File: src/rtl/fa_result_accumulator.sv
// Buffers {c_out,s} results from the pipelined full adder in a 2-entry FIFO and
// sums BLOCK_LEN of them into one wide total offered on a valid/ready port.
module fa_result_accumulator #(
  parameter int IN_W      = 3,
  parameter int ACC_W     = 8,
  parameter int BLOCK_LEN = 4
) (
  input  logic             clk,
  input  logic             rst,
  input  logic             in_valid,
  input  logic [IN_W-1:0]  in_data,
  output logic             in_ready,
  output logic             out_valid,
  input  logic             out_ready,
  output logic [ACC_W-1:0] out_sum,
  output logic             out_ovf,
  output logic             drop_err
);

  localparam int SUM_W = ACC_W + 1;
  localparam int CNT_W = (BLOCK_LEN > 1) ? $clog2(BLOCK_LEN) : 1;

  // Handshake: a transfer happens on a rising edge where valid && ready; the
  // producer side never waits on a pop, and out_sum/out_ovf hold while stalled.
  typedef enum logic {ACCUM = 1'b0, HOLD = 1'b1} state_e;

  state_e           state_q, state_d;
  logic [IN_W-1:0]  mem_q [2];
  logic [1:0]       occ_q, occ_d;
  logic             wr_ptr_q, rd_ptr_q;
  logic [ACC_W-1:0] acc_q, acc_d;
  logic [CNT_W-1:0] cnt_q, cnt_d;
  logic             ovf_q, ovf_d;
  logic [ACC_W-1:0] out_sum_q, out_sum_d;
  logic             out_ovf_q, out_ovf_d;
  logic             drop_q;

  logic             full, empty, push, pop, last;
  logic [IN_W-1:0]  head;
  logic [SUM_W-1:0] sum;

  always_comb begin
    full  = (occ_q == 2'd2);
    empty = (occ_q == 2'd0);
    push  = in_valid && !full;
    pop   = (state_q == ACCUM) && !empty;
    head  = mem_q[rd_ptr_q];
    sum   = SUM_W'(acc_q) + SUM_W'(head);
    last  = (cnt_q == CNT_W'(BLOCK_LEN - 1));
  end

  always_comb begin
    state_d   = state_q;
    acc_d     = acc_q;
    cnt_d     = cnt_q;
    ovf_d     = ovf_q;
    out_sum_d = out_sum_q;
    out_ovf_d = out_ovf_q;
    occ_d     = occ_q;
    case ({push, pop})
      2'b10:   occ_d = occ_q + 2'd1;
      2'b01:   occ_d = occ_q - 2'd1;
      default: occ_d = occ_q;
    endcase
    if (pop) begin
      if (last) begin
        out_sum_d = sum[ACC_W-1:0];
        out_ovf_d = ovf_q | sum[ACC_W];
        acc_d     = '0;
        cnt_d     = '0;
        ovf_d     = 1'b0;
        state_d   = HOLD;
      end else begin
        acc_d = sum[ACC_W-1:0];
        cnt_d = cnt_q + CNT_W'(1);
        ovf_d = ovf_q | sum[ACC_W];
      end
    end
    if (state_q == HOLD && out_ready) state_d = ACCUM;
  end

  always_ff @(posedge clk or posedge rst) begin
    if (rst) begin
      state_q   <= ACCUM;
      mem_q[0]  <= '0;
      mem_q[1]  <= '0;
      occ_q     <= '0;
      wr_ptr_q  <= 1'b0;
      rd_ptr_q  <= 1'b0;
      acc_q     <= '0;
      cnt_q     <= '0;
      ovf_q     <= 1'b0;
      out_sum_q <= '0;
      out_ovf_q <= 1'b0;
      drop_q    <= 1'b0;
    end else begin
      state_q   <= state_d;
      occ_q     <= occ_d;
      acc_q     <= acc_d;
      cnt_q     <= cnt_d;
      ovf_q     <= ovf_d;
      out_sum_q <= out_sum_d;
      out_ovf_q <= out_ovf_d;
      if (push) begin
        mem_q[wr_ptr_q] <= in_data;
        wr_ptr_q        <= ~wr_ptr_q;
      end
      if (pop) rd_ptr_q <= ~rd_ptr_q;
      if (in_valid && full) drop_q <= 1'b1;
    end
  end

  assign in_ready  = !full;
  assign out_valid = (state_q == HOLD);
  assign out_sum   = out_sum_q;
  assign out_ovf   = out_ovf_q;
  assign drop_err  = drop_q;

endmodule
File: config.mk
export PLATFORM = sky130hd
export DESIGN_NAME = fa_result_accumulator
export DESIGN_NICKNAME = d
export VERILOG_FILES = /design/src/rtl/fa_result_accumulator.sv
export SDC_FILE = /design/constraint.sdc
export NUM_CORES = 1
export LEC_CHECK = 0
export ABC_AREA = 1
export BUFFER_PORTS_ARGS = -buffer_cell sky130_fd_sc_hd__buf_2
export CAP_MARGIN = 20
export CORE_MARGIN = 4
export CORE_UTILIZATION = 50
export DETAILED_ROUTE_END_ITERATION = 7
export PLACE_DENSITY = 0.7
export SYNTH_ARGS = -nofsm -noshare
export SYNTH_HDL_FRONTEND = slang
export SYNTH_SLANG_ARGS = --single-unit
File: constraint.sdc
create_clock -name clk -period 4.4 [get_ports clk]
set_input_delay 0.66 -clock clk [delete_from_list [all_inputs] [get_ports clk]]
set_output_delay 0.66 -clock clk [all_outputs]
set_load 0.005 [all_outputs]
==> impl_metrics.tcl, run 1 <==
set metrics [dict create \
    dr.pass1.iters 4 \
    cts-htree-levels 2 \
    peakVddDrop_mv 0.3932 \
    grt_max_degree 33 \
    rsz0062_at_grt "false" \
    avgSynthCellArea_um2 8.997 \
    grt_pass1_vias 1201 \
    cp.arrival_ns 2.23 \
    cts_resized 0 \
    die_area_um2 4070 \
    ant_nets 0 \
    synthCells 173 \
    dpl.hpwl_mm 2.137 \
    leakage_nw 0.9322 \
    insertion_delay_ns 0.32 \
    synth_edf_count 0 \
    cts_tree "yes" \
    antenna_found_initial 0 \
    max_freq_mhz 502.6 \
    setup_viol_count_final 0 \
    final_cell_count_no_fill 230 \
    numCtsBuffers 5 \
    synth.distinct_cells 26 \
    finalWirelength_mm 2.874 \
    postCtsSetupRepairBufs 0 \
    r2r_slack_ns 2.41 \
    vias_per_cell 5.261 \
    synth_most_common_cell "nand2_1" \
    worstReg2RegStart "rd_ptr_q" \
    rows 19 \
    track_usage 0.1544 \
    grt_overflow 0 \
    wire_per_inst_um 12.50 \
    fillCellCount 272 \
    drive_above_1_share 0.1759 \
    hold_viol_final 0 \
    via_count 1210 \
    crit_end "ovf_q" \
    power.density_nw_per_um2 737.0 \
    maxSlewHeadroom 0.6953 \
    initial_utilization 0.5456 \
    syn_to_final_growth_pct 11.58 \
    synth_top_area_cell "dfrtp_1" \
    reg2regPathDepth 9 \
    drv_slew 0 \
    required_ns 4.64 \
    dp.cells 222 \
    period_needed_ns 1.990 \
    synth_top_cells_by_count "nand2_1 (56), dfrtp_1 (32), inv_1 (21)" \
    synth_area_um2 1556 \
    route.detailed.drc 0 \
    dieWidth_um 63.80 \
    outcome "complete, no violations" \
    cp-start-kind "flip-flop" \
    ctsHoldBuffers 0 \
    worstSetupEndpointType "flip-flop" \
    path_clk_slew_ns 0.09 \
    ys_seq_area_frac 0.5145 \
    worstMarginPinSlew_ns 0.4553 \
    maxCapViolCount 0 \
    async_flop_share 1.000 \
    cp-startpoint "rd_ptr_q" \
    grt_pass1_wl_mm 5.002 \
    tns_ns 0 \
    drtIter0Drc 52 \
    antenna-diode-count 0 \
    port_buffers 18 \
    cts_sinks 32 \
    ys.flop_type "dfrtp_1" \
    finalCritPeriodShare 0.4522 \
    clock_path_buffers 2 \
    worstPathMaxFanout 5 \
    fin_nets 211 \
    io_pins 19 \
    synth_top_area_share 0.5145 \
    criticalPathCategory "flip-flop to flip-flop" \
    r2r-end "ovf_q" \
    ys_seq_elements 32 \
    hold_class "input pin to asynchronous set/reset pin" \
    root_buffer "clkbuf_4" \
    place.gp.congestion 0.8280 \
    netlist_top_cells_area "dfrtp_1 (51%), nand2_1 (14%), nand3_1 (5.1%)" \
    die_h_um 63.80 \
    core-area_um2 2853 \
    ys_warn_count 0 \
    skew_ns 0.008299 \
    synth.net_count 186 \
]
==> final cells by class <==
type                            count  area, um^2  share of cell area
Sequential cell                    32       800.8              0.4611
Timing Repair Buffer               19       97.59             0.05620
Multi-Input combinational cell    117       649.4              0.3739
Inverter                           23       91.34             0.05259
Clock buffer                        8       58.81             0.03386
Tap cell                           31       38.79             0.02233
==> logic make-up after synthesis <==
kind of cell    after synthesis  synth area share
simple gates                 81            0.2315
flops                        32            0.5145
mux                           2           0.01447
fa+ha+maj                     6           0.05306
buf+inv                      24           0.06833
xor+xnor                      4           0.02251
compound gates               24           0.09566
==> state kept, by name, summed over array words and instances, names as in the netlist <==
signal	cells
rd_ptr_q	1
out_valid	1
mem_q	6
out_sum	8
acc_q	8
cnt_q	2
ovf_q	1
out_ovf	1
wr_ptr_q	1
drop_err	1
occ_q	2
==> worst max-delay path: stages (launching register included) <==
cell and delay [ns]:
dfrtp_1 0.44, mux2_2 0.24, ha_1 0.18, inv_1 0.06, fa_1 0.40, inv_1 0.07
nand2_1 0.05, nand2_1 0.14, nand3b_1 0.14, a21oi_1 0.20
==> placed cells by master, fill, tap and decap left out, drive strengths merged <==
master	count
nand2	57
dfrtp	32
inv	23
buf	19
o21ai	17
nand3	16
clkbuf	8
ha	5
xnor2	4
nor2	4
nand3b	2
a21oi	2
mux2	2
or2	1
a21boi	1
a21o	1
o22ai	1
a22o	1
nand4	1
a31o	1
fa	1
==> stage by stage <==
step / total power, mW / hold slack (ns) / worst slack (ns) / area (um^2) / util
after floorplan: 0.9661 / 0.4476 / 2.599 / 1556 / -
after global placement: 1.092 / 0.4489 / 2.534 / 1678 / 0.5882
after detailed placement: 1.121 / 0.4609 / 2.430 / 1678 / 0.5882
after CTS: 1.300 / 0.4096 / 2.403 / 1737 / 0.6088
after global routing: 1.408 / 0.4459 / 2.261 / 1737 / 0.6088
final: 1.280 / 0.3983 / 2.410 / 1737 / 0.6088
==> metal layers <==
metal | track usage | wire length, um
met1 | 0.1856 | 1242
met2 | 0.2581 | 1430
met3 | 0.03678 | 142
met4 | 0.07817 | 58
met5 | 0 | 0
==> how the worst min path moves through the flow <==
stage          depth (start not counted)         end  slack, ns       start
2_1_floorplan                          2    mem_q[0]       0.45    mem_q[0]
3_3_place_gp                           1    drop_err       0.45    drop_err
3_5_place_dp                           2  out_sum[3]       0.46  out_sum[3]
4_1_cts                                3  out_sum[0]       0.41         rst
5_1_grt                                3  out_sum[0]       0.45         rst
6_report                               3    acc_q[4]       0.40         rst
==> power by group <==
| part | total (mW) | switching (mW) | internal [mW] |
|---|---|---|---|
| combinational | 0.624 | 0.373 | 0.251 |
| clock | 0.171 | 0.0921 | 0.0788 |
| sequential | 0.485 | 0.0794 | 0.406 |
(Power assumes the default switching activity.)
==> run 2: changes to the inputs <==
ABC_AREA = 0   (was 1)
clock period = 2.05 ns   (was 4.4 ns; I/O delays follow)
==> impl_metrics.tcl, run 2 <==
set metrics [dict create \
    vias_per_cell 4.913 \
    final_cell_count_no_fill 208 \
    final_cell_area_um2 1849 \
    netlist_top_cells_area "dfrtp_1 (51%), o21ai_0 (5.8%), mux2_2 (5.8%)" \
    synth_top_area_cell "dfrtp_1" \
    layout_commonest_cell "dfrtp_1" \
    synth_edf_count 0 \
    tns_ns 0 \
    antenna_found_initial 0 \
    period_needed_ns 1.952 \
    async_flop_share 1.000 \
    dpl-instance-area_um2 1700 \
    initial_utilization 0.5161 \
    outcome "complete, no violations" \
    power_frac_clock 0.174 \
    route.detailed.drc 0 \
    drtIter0Drc 49 \
    final_cell_mix "dfrtp_1 (32), nand2_1 (18), buf_2 (18), o21ai_0 (17), mux2_2 (8)" \
    peakVddDrop_mv 0.6738 \
    maxSlewHeadroom 0.7132 \
    die_area_um2 4084 \
    port_buffers 18 \
    p_int_mw 1.898 \
    pwr-share-comb 0.482 \
    root_buffer "clkbuf_4" \
    avgSynthCellArea_um2 11.49 \
    grt_pass1_wl_mm 5.016 \
    drive_above_1_share 0.3415 \
    wire_per_inst_um 13.30 \
    met1_usage 0.2084 \
    top_usage_layer "met2" \
    ant_nets 0 \
    cp_top_family "adder cells" \
    worst-path-buf-inv 1 \
    path_clk_slew_ns 0.10 \
    whs_ns 0.04057 \
    finalCritPeriodShare 0.9523 \
    ys_warn_count 0 \
    cts_sinks 32 \
    crit_path_max_incr_delay_ns 0.42 \
    power.density_nw_per_um2 1665 \
    skew_ns 0.003262 \
    grt_overflow 0 \
    die_h_um 63.91 \
    setup_viol_count_final 0 \
    max_freq_mhz 512.2 \
    ys_seq_area_frac 0.5124 \
    drv_slew 0 \
    antenna-diode-count 0 \
    io_pins 19 \
    rows 20 \
    dp.cells 198 \
    cts_tree "yes" \
    fin_nets 176 \
    power_frac_seq 0.345 \
    cp.arrival_ns 2.18 \
    crit_chain "mux2_2 -> ha_2 -> inv_1 -> fa_2 -> nor2b_2 -> o21a_1 -> o21ai_0 -> a21o_1" \
    core-area_um2 3028 \
    synth_top_area_share 0.5124 \
    grt_pass1_vias 1079 \
    synthCells 136 \
    crit_slowest_cell "dfrtp_1" \
    ctsHoldBuffers 0 \
    criticalPathCategory "flip-flop to flip-flop" \
    numCtsBuffers 5 \
    synth_most_common_cell "dfrtp_1" \
    leakage_nw 0.8581 \
    synth_top_cells_by_count "dfrtp_1 (32), nand2_1 (18), o21ai_0 (18)" \
    cts-htree-levels 2 \
    worstSetupEndpointType "flip-flop" \
    fin_util 0.6107 \
    final.setup.worst_slack_ns 0.09771 \
    dr.pass1.iters 4 \
    switching_share 0.3835 \
    dpl.hpwl_mm 1.961 \
    synth_area_um2 1563 \
    ys.flop_type "dfrtp_1" \
    via_count 1022 \
    maxCapViolCount 0 \
    finalWirelength_mm 2.767 \
    synth.net_count 149 \
    grtUsageMet2 0.2374 \
    worstMarginPinSlew_ns 0.4303 \
    clock_path_buffers 2 \
    hold_viol_final 0 \
    place.gp.congestion 0.8802 \
    p_sw_mw 1.181 \
    finalPower_mw 3.079 \
    place_ws_ns -0.003679 \
    insertion_delay_ns 0.33 \
    required_ns 2.28 \
    hold_class "input pin to asynchronous set/reset pin" \
    grt_max_degree 33 \
    worstPathMaxFanout 3 \
    track_usage 0.1587 \
    ys_seq_elements 32 \
    syn_to_final_growth_pct 18.33 \
    grt.met3_usage 0.04921 \
    cp-start-kind "flip-flop" \
    dieWidth_um 63.91 \
    synth.distinct_cells 35 \
]
-- run 2: worst min-delay path, stage by stage --
cell and delay, ns:
buf_2 0.09, inv_1 0.04, buf_4 0.36
-- run 2: cell type report --
| cell class | instances | area (um^2) |
|---|---|---|
| fillers | 256 | 1179 |
| flip-flops and latches | 32 | 800.8 |
| multi-input cells | 95 | 744.5 |
| repair buffers | 22 | 120.1 |
| clock buffers | 7 | 65.06 |
| well taps | 44 | 55.05 |
| inverters | 7 | 33.78 |
| clock inverters | 1 | 30.03 |
-- run 2: repair_timing --
item / 4_1_cts / 5_1_grt
endpoints found under the hold margin: 0 / 0
resized for setup: 0 / 11
pin swaps: 0 / 1
setup buffers: 2 / 0
endpoints found under the setup margin: 1 / 13
gates cloned: 0 / 0
-- run 2: final timing paths --
check | slack (ns) | end | from | cells after the start
setup / recovery | 0.1 | acc_q[6] | rd_ptr_q | 8
hold / removal | 0.04 | occ_q[1] | rst | 3
setup reg to reg | 0.1 | acc_q[6] | rd_ptr_q | 8
hold reg to reg | 0.48 | out_sum[7] | out_sum[7] | 2
max in group asynchronous | 1.73 | mem_q[1] | rst | 3
min in group clk | 0.16 | out_valid | out_ready | 2
-- run 2: cell families after synthesis --
family                   after synthesis  synth area share
adder cells (fa/ha/maj)                6           0.05284
multiplexers                          11           0.08006
AO/OA/AOI/OAI                         31            0.1201
buffers and inverters                  9           0.03603
XOR/XNOR                              11           0.06165
AND/OR/NAND/NOR                       36            0.1369
flip-flops                            32            0.5124
-- run 2: layer usage --
| metal | routed length, um | share of wire |
|---|---|---|
| met5 | 0 | 0 |
| met4 | 50 | 0.018 |
| met3 | 125 | 0.045 |
| met2 | 1327 | 0.48 |
| met1 | 1264 | 0.46 |
-- run 2: power groups by stage --
| stage | registers (mW) | logic, mW | clock network [mW] |
|---|---|---|---|
| 2_1_floorplan | 1.05 | 1.04 | 0 |
| 3_3_place_gp | 1.07 | 1.28 | 0 |
| 3_5_place_dp | 1.07 | 1.34 | 0 |
| 4_1_cts | 1.06 | 1.38 | 0.551 |
| 5_1_grt | 1.11 | 1.66 | 0.587 |
| 6_report | 1.06 | 1.48 | 0.534 |
